## config.mk

```make
export PLATFORM = sky130hd
export DESIGN_NAME = spi_rom_read_arbiter
export DESIGN_NICKNAME = d
export VERILOG_FILES = /design/src/rtl/spi_rom_pkg.sv /design/src/rtl/rr_arbiter.sv /design/src/rtl/spi_rom_read_arbiter.sv
export SDC_FILE = /design/constraint.sdc
export NUM_CORES = 1
export LEC_CHECK = 0
export CAP_MARGIN = 0
export CORE_ASPECT_RATIO = 0.7
export CORE_UTILIZATION = 49
export DETAILED_ROUTE_END_ITERATION = 6
export PLACE_DENSITY_LB_ADDON = 0.05
export SLEW_MARGIN = 40
export SYNTH_ARGS = -nofsm -noshare
export SYNTH_HDL_FRONTEND = slang
export SYNTH_SLANG_ARGS = --single-unit
```

## constraint.sdc

```tcl
create_clock -name clk -period 3.3 [get_ports clk]
set_input_delay 0.33 -clock clk [delete_from_list [all_inputs] [get_ports clk]]
set_output_delay 0.33 -clock clk [all_outputs]
set_load 0.03 [all_outputs]
```

## src/rtl/spi_rom_pkg.sv

```systemverilog
// spi_rom_pkg: SPI ROM command codes, phase lengths and sequencer state encoding
package spi_rom_pkg;
    localparam logic [7:0] CMD_READ      = 8'h03;
    localparam logic [7:0] CMD_FAST_READ = 8'h0B;
    localparam int SPI_CMD_LEN   = 8;
    localparam int SPI_ADDR_LEN  = 24;
    localparam int SPI_DUMMY_LEN = 8;
    localparam logic [2:0] ST_IDLE  = 3'd0;
    localparam logic [2:0] ST_CMD   = 3'd1;
    localparam logic [2:0] ST_ADDR  = 3'd2;
    localparam logic [2:0] ST_DUMMY = 3'd3;
    localparam logic [2:0] ST_DATA  = 3'd4;
    localparam logic [2:0] ST_GAP   = 3'd5;
endpackage

```

## src/rtl/rr_arbiter.sv

```systemverilog
// rr_arbiter: combinational round-robin pick of the first requester after last_owner
module rr_arbiter #(
    parameter int NUM_REQ = 2,
    localparam int OW = NUM_REQ > 1 ? $clog2(NUM_REQ) : 1
) (
    input  logic [NUM_REQ-1:0] req,
    input  logic [OW-1:0]      last_owner,
    input  logic               enable,
    output logic [NUM_REQ-1:0] gnt,
    output logic [OW-1:0]      idx
);
    logic [OW:0] c;
    logic        found;

    // scan cyclically starting one past last_owner, last_owner itself checked last
    always_comb begin
        gnt   = '0;
        idx   = '0;
        found = 1'b0;
        c     = '0;
        for (int k = 1; k <= NUM_REQ; k++) begin
            c = {1'b0, last_owner} + (OW+1)'(k);
            if (c >= (OW+1)'(NUM_REQ)) c = c - (OW+1)'(NUM_REQ);
            if (enable && !found && req[c[OW-1:0]]) begin
                found            = 1'b1;
                gnt[c[OW-1:0]]   = 1'b1;
                idx              = c[OW-1:0];
            end
        end
    end
endmodule

```

## src/rtl/spi_rom_read_arbiter.sv

```systemverilog
// spi_rom_read_arbiter: shares one SPI ROM among requesters; SPI_FAST_READ_EN selects FAST READ (0x0B) with a dummy phase
module spi_rom_read_arbiter
    import spi_rom_pkg::*;
#(
    parameter int NUM_REQ    = 2,
    parameter int LEN_W      = 8,
    parameter int GAP_CYCLES = 2,
    localparam int OW = NUM_REQ > 1 ? $clog2(NUM_REQ) : 1
) (
    input  logic                     clk,
    input  logic                     rst_n,
    input  logic [NUM_REQ-1:0]       req,
    input  logic [NUM_REQ*24-1:0]    req_addr,
    input  logic [NUM_REQ*LEN_W-1:0] req_len,
    output logic [NUM_REQ-1:0]       gnt,
    output logic                     busy,
    output logic                     rd_valid,
    output logic                     rd_bit,
    output logic [OW-1:0]            rd_owner,
    output logic                     rd_last,
    output logic                     done,
    output logic                     spi_cs,
    output logic                     spi_sclk,
    output logic                     spi_mosi,
    input  logic                     spi_miso
);
    localparam int CW = LEN_W + 1;
`ifdef SPI_FAST_READ_EN
    localparam logic [7:0] CMD          = CMD_FAST_READ;
    localparam logic [2:0] ST_POST_ADDR = ST_DUMMY;
`else
    localparam logic [7:0] CMD          = CMD_READ;
    localparam logic [2:0] ST_POST_ADDR = ST_DATA;
`endif

    logic [2:0]         state_q, state_d;
    logic [CW-1:0]      cnt_q, cnt_d;
    logic [31:0]        sh_q, sh_d;
    logic [LEN_W-1:0]   len_q, len_d;
    logic [OW-1:0]      owner_q, owner_d, last_owner_q, last_owner_d;
    logic [NUM_REQ-1:0] gnt_q, gnt_d;
    logic               busy_q, busy_d, cs_q, cs_d, mosi_q, mosi_d;
    logic               rd_valid_q, rd_valid_d, rd_bit_q, rd_bit_d, rd_last_q, rd_last_d;
    logic               cap_q;
    logic [NUM_REQ-1:0] a_gnt;
    logic [OW-1:0]      a_idx;
    logic [CW-1:0]      lenx;
    logic               data_end;

    rr_arbiter #(.NUM_REQ(NUM_REQ)) u_arb (
        .req        (req),
        .last_owner (last_owner_q),
        .enable     (state_q == ST_IDLE),
        .gnt        (a_gnt),
        .idx        (a_idx)
    );

    assign lenx     = (len_q == '0) ? {1'b1, {LEN_W{1'b0}}} : {1'b0, len_q};
    assign data_end = cnt_q == lenx - 1'b1;
    assign spi_sclk = ~clk;
    assign gnt      = gnt_q;
    assign busy     = busy_q;
    assign spi_cs   = cs_q;
    assign spi_mosi = mosi_q;
    assign rd_valid = rd_valid_q;
    assign rd_bit   = rd_bit_q;
    assign rd_last  = rd_last_q;
    assign done     = rd_last_q;
    assign rd_owner = owner_q;

    // ROM data is sampled on the spi_sclk rising edge, i.e. mid-cycle on clk
    always_ff @(negedge clk or negedge rst_n) begin
        if (!rst_n) cap_q <= 1'b0;
        else        cap_q <= spi_miso;
    end

    // phase sequencer: grant, shift out command+address, count data bits, enforce gap
    always_comb begin
        state_d      = state_q;
        cnt_d        = cnt_q + 1'b1;
        sh_d         = sh_q << 1;
        mosi_d       = sh_q[31];
        len_d        = len_q;
        owner_d      = owner_q;
        last_owner_d = last_owner_q;
        gnt_d        = '0;
        busy_d       = busy_q;
        cs_d         = cs_q;
        rd_valid_d   = state_q == ST_DATA;
        rd_bit_d     = (state_q == ST_DATA) ? cap_q : rd_bit_q;
        rd_last_d    = (state_q == ST_DATA) && data_end;
        case (state_q)
            ST_IDLE: begin
                cnt_d  = '0;
                mosi_d = 1'b0;
                if (|a_gnt) begin
                    gnt_d        = a_gnt;
                    owner_d      = a_idx;
                    last_owner_d = a_idx;
                    len_d        = req_len[int'(a_idx)*LEN_W +: LEN_W];
                    sh_d         = {CMD[6:0], req_addr[int'(a_idx)*24 +: 24], 1'b0};
                    mosi_d       = CMD[7];
                    cs_d         = 1'b1;
                    busy_d       = 1'b1;
                    state_d      = ST_CMD;
                end
            end
            ST_CMD: begin
                if (cnt_q == CW'(SPI_CMD_LEN-1)) begin
                    cnt_d   = '0;
                    state_d = ST_ADDR;
                end
            end
            ST_ADDR: begin
                if (cnt_q == CW'(SPI_ADDR_LEN-1)) begin
                    cnt_d   = '0;
                    mosi_d  = 1'b0;
                    state_d = ST_POST_ADDR;
                end
            end
            ST_DUMMY: begin
                mosi_d = 1'b0;
                if (cnt_q == CW'(SPI_DUMMY_LEN-1)) begin
                    cnt_d   = '0;
                    state_d = ST_DATA;
                end
            end
            ST_DATA: begin
                mosi_d = 1'b0;
                if (data_end) begin
                    cnt_d   = '0;
                    cs_d    = 1'b0;
                    state_d = ST_GAP;
                end
            end
            ST_GAP: begin
                mosi_d = 1'b0;
                if (cnt_q == CW'(GAP_CYCLES-1)) begin
                    busy_d  = 1'b0;
                    state_d = ST_IDLE;
                end
            end
            default: begin
                mosi_d  = 1'b0;
                state_d = ST_IDLE;
            end
        endcase
    end

    // sequencer state; reset drops the bus immediately
    always_ff @(posedge clk or negedge rst_n) begin
        if (!rst_n) begin
            state_q      <= ST_IDLE;
            cnt_q        <= '0;
            sh_q         <= '0;
            len_q        <= '0;
            owner_q      <= '0;
            last_owner_q <= OW'(NUM_REQ-1);
            gnt_q        <= '0;
            busy_q       <= 1'b0;
            cs_q         <= 1'b0;
            mosi_q       <= 1'b0;
            rd_valid_q   <= 1'b0;
            rd_bit_q     <= 1'b0;
            rd_last_q    <= 1'b0;
        end else begin
            state_q      <= state_d;
            cnt_q        <= cnt_d;
            sh_q         <= sh_d;
            len_q        <= len_d;
            owner_q      <= owner_d;
            last_owner_q <= last_owner_d;
            gnt_q        <= gnt_d;
            busy_q       <= busy_d;
            cs_q         <= cs_d;
            mosi_q       <= mosi_d;
            rd_valid_q   <= rd_valid_d;
            rd_bit_q     <= rd_bit_d;
            rd_last_q    <= rd_last_d;
        end
    end
endmodule
```

=== After elaboration in Yosys (flattened, before gate mapping) ===
Cells that the tools add are included.

* Word-level logic and storage cells: 101
* Flip-flop bits (word level): 63

* Reductions and logical operators: 17
* Multipliers: 1
* Bitwise gates (word level): 2
* Shift-type cells: 2
* Mux-type cells: 38
* Magnitude comparators: 6
* $add $sub $neg: 6
* Equality and inequality tests: 15

{| class="wikitable"
|+ Operator list
! operator !! count
|-
| 2-to-1 mux 32 bit || 2
|-
| variable part select 48 x 7 -> 24 bit || 1
|-
| 2-to-1 mux 9 bit || 4
|-
| case mux 9 bit (4 select lines) || 1
|-
| 2-to-1 mux 3 bit || 6
|-
| case mux 3 bit (6 select lines) || 1
|-
| variable part select 16 x 5 -> 8 bit || 1
|-
| 2-to-1 mux 1 bit || 15
|-
| inequality test 2 bit (second input constant) || 5
|-
| adder 9 x 1 -> 9 bit (second input constant) || 1
|-
| == test 9 x 1 -> 1 bit (second input constant) || 1
|-
| == test 9 x 3 -> 1 bit (second input constant) || 1
|-
| == test 9 x 5 -> 1 bit (second input constant) || 1
|-
| == test 9 bit || 1
|-
| subtractor 9 x 1 -> 9 bit (second input constant) || 1
|-
| zero test 8 bit || 1
|-
| 2-to-1 mux 2 bit || 4
|-
| == test 3 x 2 -> 1 bit (second input constant) || 2
|-
| == test 3 bit (second input constant) || 2
|-
| logical AND 1 bit || 6
|-
| case mux 1 bit (2 select lines) || 3
|-
| AND reduction 3 bit || 2
|-
| AND reduction 6 bit || 1
|-
| greater-or-equal comparator 2 bit (second input constant) || 2
|-
| 16 further kinds || 22
|}

=== Depth between registers and ports, before layout ===
Gate-level depths: netlist of run 1.

* Word-level depth: 15
* Mapped depth: 9
* Mapped depth without buffers: 7

=== Cells and area by module ===
Synthesis of run 1 repeated with hierarchy kept, for this count alone.

* Cell total of the unflattened synthesis: 325
* Area total of the unflattened synthesis: 3230.6 µm²

{| class="wikitable"
|+ By module, submodules not included
! module !! instances !! cells an instance !! area an instance (µm²)
|-
| spi_rom_read_arbiter || 1 || 319 || 3204.3
|-
| rr_arbiter || 1 || 6 || 26.3
|}

==> results.json, run 1 <==
{
  "synth_cell_types": 47,
  "synth-seq-cells": 62,
  "final_net_count": 495,
  "initial_core_util_pct": 52.2,
  "syn2layout_area_growth_pct": 32.5,
  "grt_setup_unrepaired": "false",
  "cts_tree": "yes",
  "end_kind": "primary output",
  "clock-skew-final_ns": 0.0113,
  "clock_latency_ns": 0.34,
  "synth-edff-count": 0,
  "max-slew-margin-rel_pct": 45.6,
  "power_w": 0.00150,
  "drc": 0,
  "synthFlopType": "dfrtp_1",
  "post_cts_resized": 0,
  "cpPeakStageDelay_ns": 0.66,
  "crit_type": "clk -> out",
  "synth_top_family_by_area": "simple AND/OR/NAND/NOR gates",
  "synth_fa_ha_area_share_pct": 1.63,
  "grt_pass1_vias": 2496,
  "wirelength_um": 7010,
  "syn_nets": 423,
  "cts_root_buf": "clkbuf_8",
  "postCtsSetupRepairBufs": 0,
  "avgSynthCellArea_sq_um": 8.79,
  "final_cell_area_sq_um": 4080,
  "fin_setup_tns_ns": 0,
  "routedWlPerCell_um": 14.0,
  "synthesis.instances": 350,
  "p_leak_nw": 1.82,
  "outcome": "complete, no violations",
  "dp_hpwl_um": 4900,
  "ant_nets": 0,
  "maxCapViolations": 0,
  "clock_path_buffers": 2,
  "htreeDepth": 3,
  "cts_hold_buf": 0,
  "drt_iter0_drc": 124,
  "hold_path.class": "in -> async",
  "die_h_um": 68.3,
  "antenna_cells": 0,
  "slowest_stage": "clkdlybuf4s50_1",
  "coreArea_sq_um": 5900,
  "cp_max_fo": 8,
  "r2r_setup_slack_ns": 0.63,
  "grt_usage_pct": 23.0,
  "place_area_sq_um": 3900,
  "num_vias": 2725,
  "fillers": 474,
  "timing.rr.start": "len_q[0]",
  "grt_max_degree": 62,
  "crit_end": "spi_sclk",
  "worst-r2r-cell-count": 7,
  "fin_cells": 502,
  "muxShareOfSynthArea_pct": 0.366,
  "setup_viol": 0,
  "p_per_area_nw_per_um2": 367,
  "portBuffers": 79,
  "synth-xor-area-share_pct": 4.27,
  "synth_async_sr_flop_share_pct": 100,
  "cts_buffers": 9,
  "synth_compound_area_share_pct": 13.0,
  "grt_overflow_total": 0,
  "worstMarginPinSlew_ns": 0.813,
  "synthSimpleGateAreaFrac_pct": 25.8,
  "vdd_drop_max_mv": 0.232,
  "crit_required_ns": 2.97,
  "startpoint": "clk",
  "routed_via_density": 5.43,
  "crit_path_frequent_cell": "clkbuf_8",
  "yosysWarnings": 0,
  "die_w_um": 96.7,
  "grt_pass1_wl_um": 11800,
  "drt-pass1-iter-count": 4,
  "ioPinCount": 80,
  "dp.cells": 486,
  "hold_viol": 0,
  "start_kind": "clock port",
  "synth-seq-area-share_pct": 50.4,
  "r2r-end": "cnt_q[7]",
  "path_clk_slew_ns": 0.07,
  "slew_viol_final": 0,
  "rows": 23,
  "layout-drive-gt1-share_pct": 7.96,
  "path_cells": "clkbuf_8 -> clkbuf_8 -> inv_1 -> clkdlybuf4s50_1",
  "worstPathArrival_ns": 2.68,
  "fp.dieArea_sq_um": 6610,
  "netlist_area_sq_um": 3080,
  "gp_congestion": 0.841,
  "antenna_found_initial": 0
}
cell type report:
| type | count | area [sq um] | share of cell area [%] |
|---|---|---|---|
| sequential | 62 | 1550 | 38.1 |
| multi-input combinational | 255 | 1390 | 34.1 |
| timing repair buffer | 84 | 825 | 20.2 |
| clock buffer | 10 | 134 | 3.28 |
| tap | 75 | 93.8 | 2.30 |
| clock inverter | 8 | 51.3 | 1.26 |
| inverter | 8 | 30.0 | 0.736 |
Yosys cell counts (all sizes together), types with 2 or more instances:
| master | n | area [sq um] |
|---|---|---|
| nand2 | 81 | 304 |
| or4 | 3 | 30.0 |
| nor3 | 6 | 30.0 |
| nand3 | 6 | 30.0 |
| and3b | 2 | 17.5 |
| xnor2 | 8 | 70.1 |
| nor2 | 43 | 161 |
| nor4b | 2 | 23.8 |
| dfrtp | 60 | 1500 |
| buf | 8 | 43.8 |
| nand4 | 5 | 31.3 |
| a21oi | 11 | 55.1 |
| nor4 | 2 | 12.5 |
| ha | 4 | 50.1 |
| or2 | 3 | 18.8 |
| a31oi | 36 | 225 |
| nor2b | 4 | 25.0 |
| nand2b | 3 | 18.8 |
| o21ai | 4 | 20.0 |
| xor2 | 7 | 61.3 |
| and3 | 6 | 37.5 |
| inv | 9 | 33.8 |
| clkbuf | 16 | 60.1 |
| nor3b | 3 | 22.5 |
worst min path at each step:
stage | from | end | cells past startpoint
finish | rst_n | sh_q[30] | 2
global placement | sh_q[24] | sh_q[25] | 1
detailed placement | sh_q[25] | sh_q[26] | 1
global route | rst_n | sh_q[30] | 2
CTS | rst_n | rd_bit | 2
floorplan | rst_n | busy | 0
worst max-delay path, delay by kind of cell:
kind	cells	cell delay [ns]
buf+inv	4	1.03
stage by stage:
step	setup slack, ns	hold slack [ns]	util, %
floorplan	0.974	0.0344	-
global placement	0.644	0.426	66.2
detailed placement	0.595	0.420	66.2
CTS	0.274	0.184	69.1
global route	0.262	0.111	69.1
finish	0.294	0.0745	69.1
layout by cell type (no fill, tap or decap), drive strengths merged, types with 2 or more instances in the layout:
cell type       n
a21oi          11
a31oi          36
and3            6
and3b           2
buf             7
clkbuf          9
clkdlybuf4s50  78
clkinv          4
clkinvlp        2
dfrtp          60
ha              4
inv            10
nand2          81
nand2b          3
nand3           6
nand4           5
nor2           43
nor2b           4
nor3            6
nor3b           3
nor4            2
nor4b           2
o21ai           4
or2             3
or4             3
xnor2           8
xor2            7
flip-flops by register name, indices dropped and copies added (netlist names):
| name | flops |
|---|---|
| gnt | 2 |
| done | 1 |
| spi_mosi | 1 |
| last_owner_q | 1 |
| cap_q | 1 |
| cnt_q | 9 |
| len_q | 8 |
| busy | 1 |
| rd_bit | 1 |
| spi_cs | 1 |
| sh_q | 31 |
| rd_valid | 1 |
| rd_owner | 1 |
| state_q | 3 |
cells by family after synthesis:
kind of cell / Yosys count
xor gates and xnor gates: 15
buffers and inverters: 33
and+or+nand+nor: 173
DFF: 62
AOI/OAI and AO/OA: 62
adders and majority gates: 4
muxes: 1
power breakdown:
group / internal, W / leakage [nW] / switching, W
sequential: 0.000761 / 0.839 / 0.000000454
combinational: 0.0000722 / 0.883 / 0.0000271
clock: 0.000294 / 0.0946 / 0.000341
metal layers:
metal	track usage [%]	vias up	part of all wire, %
li1	-	1346	-
met1	30.7	1299	48
met2	36.7	71	45
met3	6.13	9	5.4
met4	8.77	0	0.81
met5	0	-	0
No activity file was read; power rests on OpenSTA's default activity.
==> inputs of run 2 (changes only) <==
--- a/config.mk
+++ b/config.mk
@@ -10,6 +10,7 @@
 export CORE_UTILIZATION = 49
 export DETAILED_ROUTE_END_ITERATION = 6
 export PLACE_DENSITY_LB_ADDON = 0.05
+export RECOVER_POWER = 50
 export SLEW_MARGIN = 40
 export SYNTH_ARGS = -nofsm -noshare
 export SYNTH_HDL_FRONTEND = slang
==> run 2 against run 1 <==
  * Die area did not move
  * Setup slack did not move
  * Hold slack improved by 0.37 ns
  * Flip-flop and latch count did not move
  * Clock power barely moved
  * Clock skew did not move
  * Sequential power barely moved
  * Highest routed layer unchanged
  * The flow now finishes with violations (max-capacitance violations, max-slew violations)
  * Critical path type unchanged
  * Routed wire length barely moved
  * Core utilization barely moved
  * Non-clock buffer count did not move
  * Count of clock-buffer cells in the layout did not move
  * Via count did not move
==> results.json, run 2 (synthesis results as in run 1) <==
{
  "end_kind": "primary output",
  "dr.max_layer_used": "met4",
  "drt-pass1-iter-count": 4,
  "portBuffers": 79,
  "crit_required_ns": 2.97,
  "grt_overflow_total": 0,
  "p_leak_nw": 1.82,
  "worst-r2r-cell-count": 7,
  "worst_slack_ns": 0.294,
  "ant_nets": 0,
  "dp_hpwl_um": 4900,
  "r2r_setup_slack_ns": 0.63,
  "final_common_cell": "nand2_1",
  "path_clk_slew_ns": 0.07,
  "fin_util_pct": 69.1,
  "max-slew-margin-rel_pct": -71.1,
  "grt_pass1_vias": 2496,
  "outcome": "finished with violations",
  "vdd_drop_max_mv": 0.232,
  "layout-drive-gt1-share_pct": 7.73,
  "final_cell_mix": "nand2_1 (81), clkdlybuf4s50_1 (74), dfrtp_1 (60), nor2_1 (43), a31oi_1 (36)",
  "drt_iter0_drc": 124,
  "wl_met3_um": 372,
  "setup_viol": 0,
  "top_register": "sh_q",
  "grt_setup_unrepaired": "false",
  "timing.rr.start": "len_q[0]",
  "violations": "max-capacitance violations, max-slew violations",
  "die_w_um": 96.7,
  "postCtsSetupRepairBufs": 0,
  "place_ws_ns": 0.595,
  "hold_path.class": "reg -> reg",
  "cts_tree": "yes",
  "die_h_um": 68.3,
  "largestRegisters": "sh_q (31), cnt_q (9), len_q (8)",
  "num_vias": 2725,
  "antenna_found_initial": 0,
  "path_cells": "clkbuf_8 -> clkbuf_8 -> inv_1 -> clkdlybuf4s50_1",
  "fin_setup_tns_ns": 0,
  "start_kind": "clock port",
  "routedWlPerCell_um": 14.0,
  "rows": 23,
  "hold_end": "sh_q[26]",
  "syn2layout_area_growth_pct": 32.4,
  "crit_buf_inv": 4,
  "min-delay-start": "sh_q[25]",
  "cts_hold_buf": 0,
  "antenna_cells": 0,
  "timing.hold.worst_path_depth": 1,
  "cpPeakStageDelay_ns": 0.66,
  "cp_max_fo": 8,
  "path_delay_family": "buffers and inverters",
  "wl_met2_um": 3190,
  "slowest_stage": "clkdlybuf4s50_1",
  "r2r-end": "cnt_q[7]",
  "fp.dieArea_sq_um": 6610,
  "cts_root_buf": "clkbuf_8",
  "grt_pass1_wl_um": 11800,
  "wirelength_um": 7010,
  "clock_path_buffers": 2,
  "ioPinCount": 80,
  "power_w": 0.00150,
  "maxCapViolations": 1,
  "slew_viol_final": 62,
  "initial_core_util_pct": 52.2,
  "wl_met1_um": 3390,
  "routed_via_density": 5.43,
  "gp_congestion": 0.841,
  "fillers": 474,
  "drc": 0,
  "largest_register_ffs": 31,
  "hold_viol": 0,
  "cts_buffers": 9,
  "clock-skew-final_ns": 0.0113,
  "clock_latency_ns": 0.34,
  "grt_max_degree": 62,
  "crit_path_frequent_cell": "clkbuf_8",
  "worstMarginPinSlew_ns": 2.57,
  "coreArea_sq_um": 5900,
  "worstPathArrival_ns": 2.68,
  "final_net_count": 495,
  "p_per_area_nw_per_um2": 367,
  "post_cts_resized": 0,
  "grt_usage_pct": 23.0,
  "crit_type": "clk -> out",
  "htreeDepth": 3,
  "hold_slack_ns": 0.441
}
==> run 2: changes by cell type in the layout (fill, tap and decap cells not counted), sizes merged <==
cell           delta
clkdlybuf4s50     -4
dlygate4sd3       +4
buf               -1
dlygate4sd2       +1
==> run 2: worst max-delay path by stage <==
stage,from,slack (ns),depth (start not counted),endpoint
floorplan,len_q[0],0.97,8,cnt_q[0]
finish,clk,0.29,4,spi_sclk
detailed placement,len_q[0],0.60,7,cnt_q[7]
global route,rst_n,0.20,2,sh_q[2]
CTS,clk,0.27,4,spi_sclk
global placement,clk,0.64,2,spi_sclk
==> run 2: cell type report <==
type	instances	area [sq um]	area share (%)
flip-flops and latches	62	1550	38.1
multi-input cells	255	1390	34.2
repair buffers	84	822	20.2
clock buffers	10	134	3.28
well taps	75	93.8	2.30
clock inverters	8	51.3	1.26
inverters	8	30.0	0.737
==> run 2: per-layer routing <==
layer	up-vias	global-route usage (%)
met3	9	6.13
met4	0	8.77
met1	1299	30.7
li1	1346	-
met5	-	0
met2	71	36.7
==> run 2: stage by stage <==
step                      cell area, sq um  cells
after floorplan                       3080    350
after global placement                3900    486
after detailed placement              3900    486
after CTS                             4080    502
after global routing                  4080    502
final                                 4080    502
==> run 2: worst register-to-register path: cells and delay by family (launching register included) <==
kind | cells | cell delay, ns
AO/OA/AOI/OAI | 2 | 0.43
adder cells (fa/ha/maj) | 1 | 0.29
buffers and inverters | 1 | 0.10
flip-flops | 1 | 0.47
AND/OR/NAND/NOR | 3 | 1.22
==> run 2: power breakdown <==
part	internal, W	switching (W)
sequential	0.000761	0.000000454
clock	0.000294	0.000341
combinational	0.0000716	0.0000270
==> edit, RTL diff (settings of run 1) <==
The option `SPI_FAST_READ_EN` is turned on by a define.
--- a/src/rtl/spi_rom_read_arbiter.sv
+++ b/src/rtl/spi_rom_read_arbiter.sv
@@ -1,4 +1,6 @@
 // spi_rom_read_arbiter: shares one SPI ROM among requesters; SPI_FAST_READ_EN selects FAST READ (0x0B) with a dummy phase
+`define SPI_FAST_READ_EN
+
 module spi_rom_read_arbiter
     import spi_rom_pkg::*;
 #(
Function: not checked (the comparison handles one clock edge and no latches or derived clocks); the edit may change what the design does.
==> edit against run 1 <==
  * Count of clock-buffer cells in the layout rose by 3
  * Sequential share of layout area is essentially flat
  * Clock skew is 0.0044 ns lower
  * Setup slack worse by 0.0043 ns
  * Area after synthesis is 1.4% lower
  * Sequential cell count did not move
  * First-iteration DRC count fell by 44%
  * Cell area about the same
  * Cell count shrank 3.0%
  * Critical endpoint unchanged
  * Wire length shrank 7.9%
  * Global-route usage decreased by 1.2 points
Power is not compared: it rests on default switching activity, and its combinational part moved more than twofold at a synthesized area within 25%.
==> edit: results (changes against run 1) <==
Cells and area
  – Nets: 480 (-3.0%)
  – Layout cells sized above 1: 8.74% (+0.78 points)
  – Largest regs: sh_q (31), cnt_q (9), len_q (8)

Clock tree
  – CTS buffer count: 9 (unchanged)
  – H-Tree Depth: 3 (unchanged)
  – Clk buf depth: 2 (unchanged)
  – CTS clk-pin slew, worst paths: 0.07 ns (about the same)
  – Post-CTS setup buffer count: 0 (unchanged)
  – Root buffer selected by CTS: clkbuf_8
  – Resize count post-CTS: 0 (unchanged)

Power and ir drop
  – Lkg Pwr: 1.77 nW
  – VDD IR max: 358 uV
  – Sw frac: 37.7%

Critical path
  – Arr. time, crit path: 2.68 ns (about the same)
  – CP max-delay cell: clkdlybuf4s50_1
  – Worst-path maximum fanout: 11 (+3)
  – Family with the most delay on the worst path: buffers and inverters
  – Largest stage delay, worst path: 0.65 ns

Synthesis
  – XOR/XNOR Fraction of Synth Area: 6.06% (+1.8 points)
  – Adder-Cell Fraction of Synth Area: 1.65% (+0.023 points)
  – Synth Area in Compound Gates: 11.4% (-1.6 points)
  – Synth area leaders: dfrtp_1 (49%), nand2_1 (9.6%), a31oi_1 (6.8%)
  – Sequential-to-total area share from yosys stat: 51.2% (+0.71 points)
  – Mux contribution to synthesized area: 1.03% (+0.66 points)
  – Syn_nets: 406 (-4.0%)
  – Synth Flop Type: dfrtp_1
  – Post-synth top cells: nand2_1 (78), dfrtp_1 (60), nor2_1 (54)
  – Synth cell types: 44 (-6.4%)

GRT
  – Initial antenna violation count: 0 (unchanged)
  – Vias in the first global route: 2,228 (-11%)
  – Largest net degree at the start of global routing: 66 (+6.5%)
  – First-pass GRT wire length: 10,500 um (-11%)
  – Global-route usage over all layers: 21.8% (-1.2 points)

STA
  – Relative slew margins: 58.4% (+13 points)
  – Clock Skews: 0.00688 ns (-0.00439 ns)

Placed design
  – Pre-CTS setup slack: 0.644 ns (+0.0492 ns)
  – DP Wirelength: 4460 um (-9.0%)
  – Placed Area: 3850 um2 (-1.2%)
  – Port bufs: 79 (unchanged)
  – GPL Wtd Cong: 0.805 (-4.3%)

Drt
  – Initial DRC Count: 69 (-44%)
  – 1st-pass router iterations: 4 (unchanged)
  – Vias: 2,502 (-8.2%)
  – Final wirelength: 6460 um (-7.9%)

Run status
  – Run status: complete, no violations
==> edit: final cells by class <==
cell class,instances,area (um2)
timing repair buffer,82,810
fill,480,1760
multi-input combinational,243,1360
sequential,62,1550
inverter,7,26.3
clock buffer,13,209
tap,75,93.8
clock inverter,5,26.3
==> edit: path summary, 6_finish.rpt <==
| kind | from | to | slack (ns) | cells past startpoint |
|---|---|---|---|---|
| worst max-delay path | clk | spi_sclk | 0.29 | 4 |
| worst min-delay path | rst_n | sh_q[30]$_DFF_PN0_ | 0.08 | 2 |
| worst max register to register | cap_q$_DFF_NN0_ | rd_bit$_DFFE_PN0P_ | 0.97 | 1 |
| worst min register to register | sh_q[27]$_DFF_PN0_ | sh_q[28]$_DFF_PN0_ | 0.44 | 1 |
| max in group asynchronous | rst_n | cap_q$_DFF_NN0_ | 1.85 | 1 |
| min in group clk | sh_q[27]$_DFF_PN0_ | sh_q[28]$_DFF_PN0_ | 0.44 | 1 |
==> edit: layer usage <==
| layer | wire length, um | GRT usage [%] | vias to the layer above |
|---|---|---|---|
| met5 | 0 | 0 | - |
| met4 | 54 | 6.72 | 0 |
| met3 | 427 | 7.56 | 5 |
| met2 | 2830 | 32.1 | 66 |
| met1 | 3150 | 30.5 | 1170 |
| li1 | - | - | 1261 |
==> edit: cells by family after synthesis <==
| logic type | count (synthesis) |
|---|---|
| compound gates | 50 |
| simple gates | 165 |
| xor+xnor | 21 |
| fa+ha+maj | 4 |
| mux | 3 |
| buf+inv | 28 |
| flops | 62 |
==> edit: per-stage QoR <==
step,cells,util [%]
finish,487,69.8
detailed placement,471,66.0
CTS,487,69.8
global route,487,69.8
floorplan,333,-
global placement,471,66.0
==> edit: power by group through the flow <==
stage	clock network (mW)	logic [mW]	registers (mW)
finish	0.760	1.31	1.32
global route	0.816	1.48	1.36
CTS	0.779	1.33	1.32
detailed placement	0.0547	1.32	1.33
global placement	0.0547	1.28	1.32
floorplan	0.0315	0.981	1.30
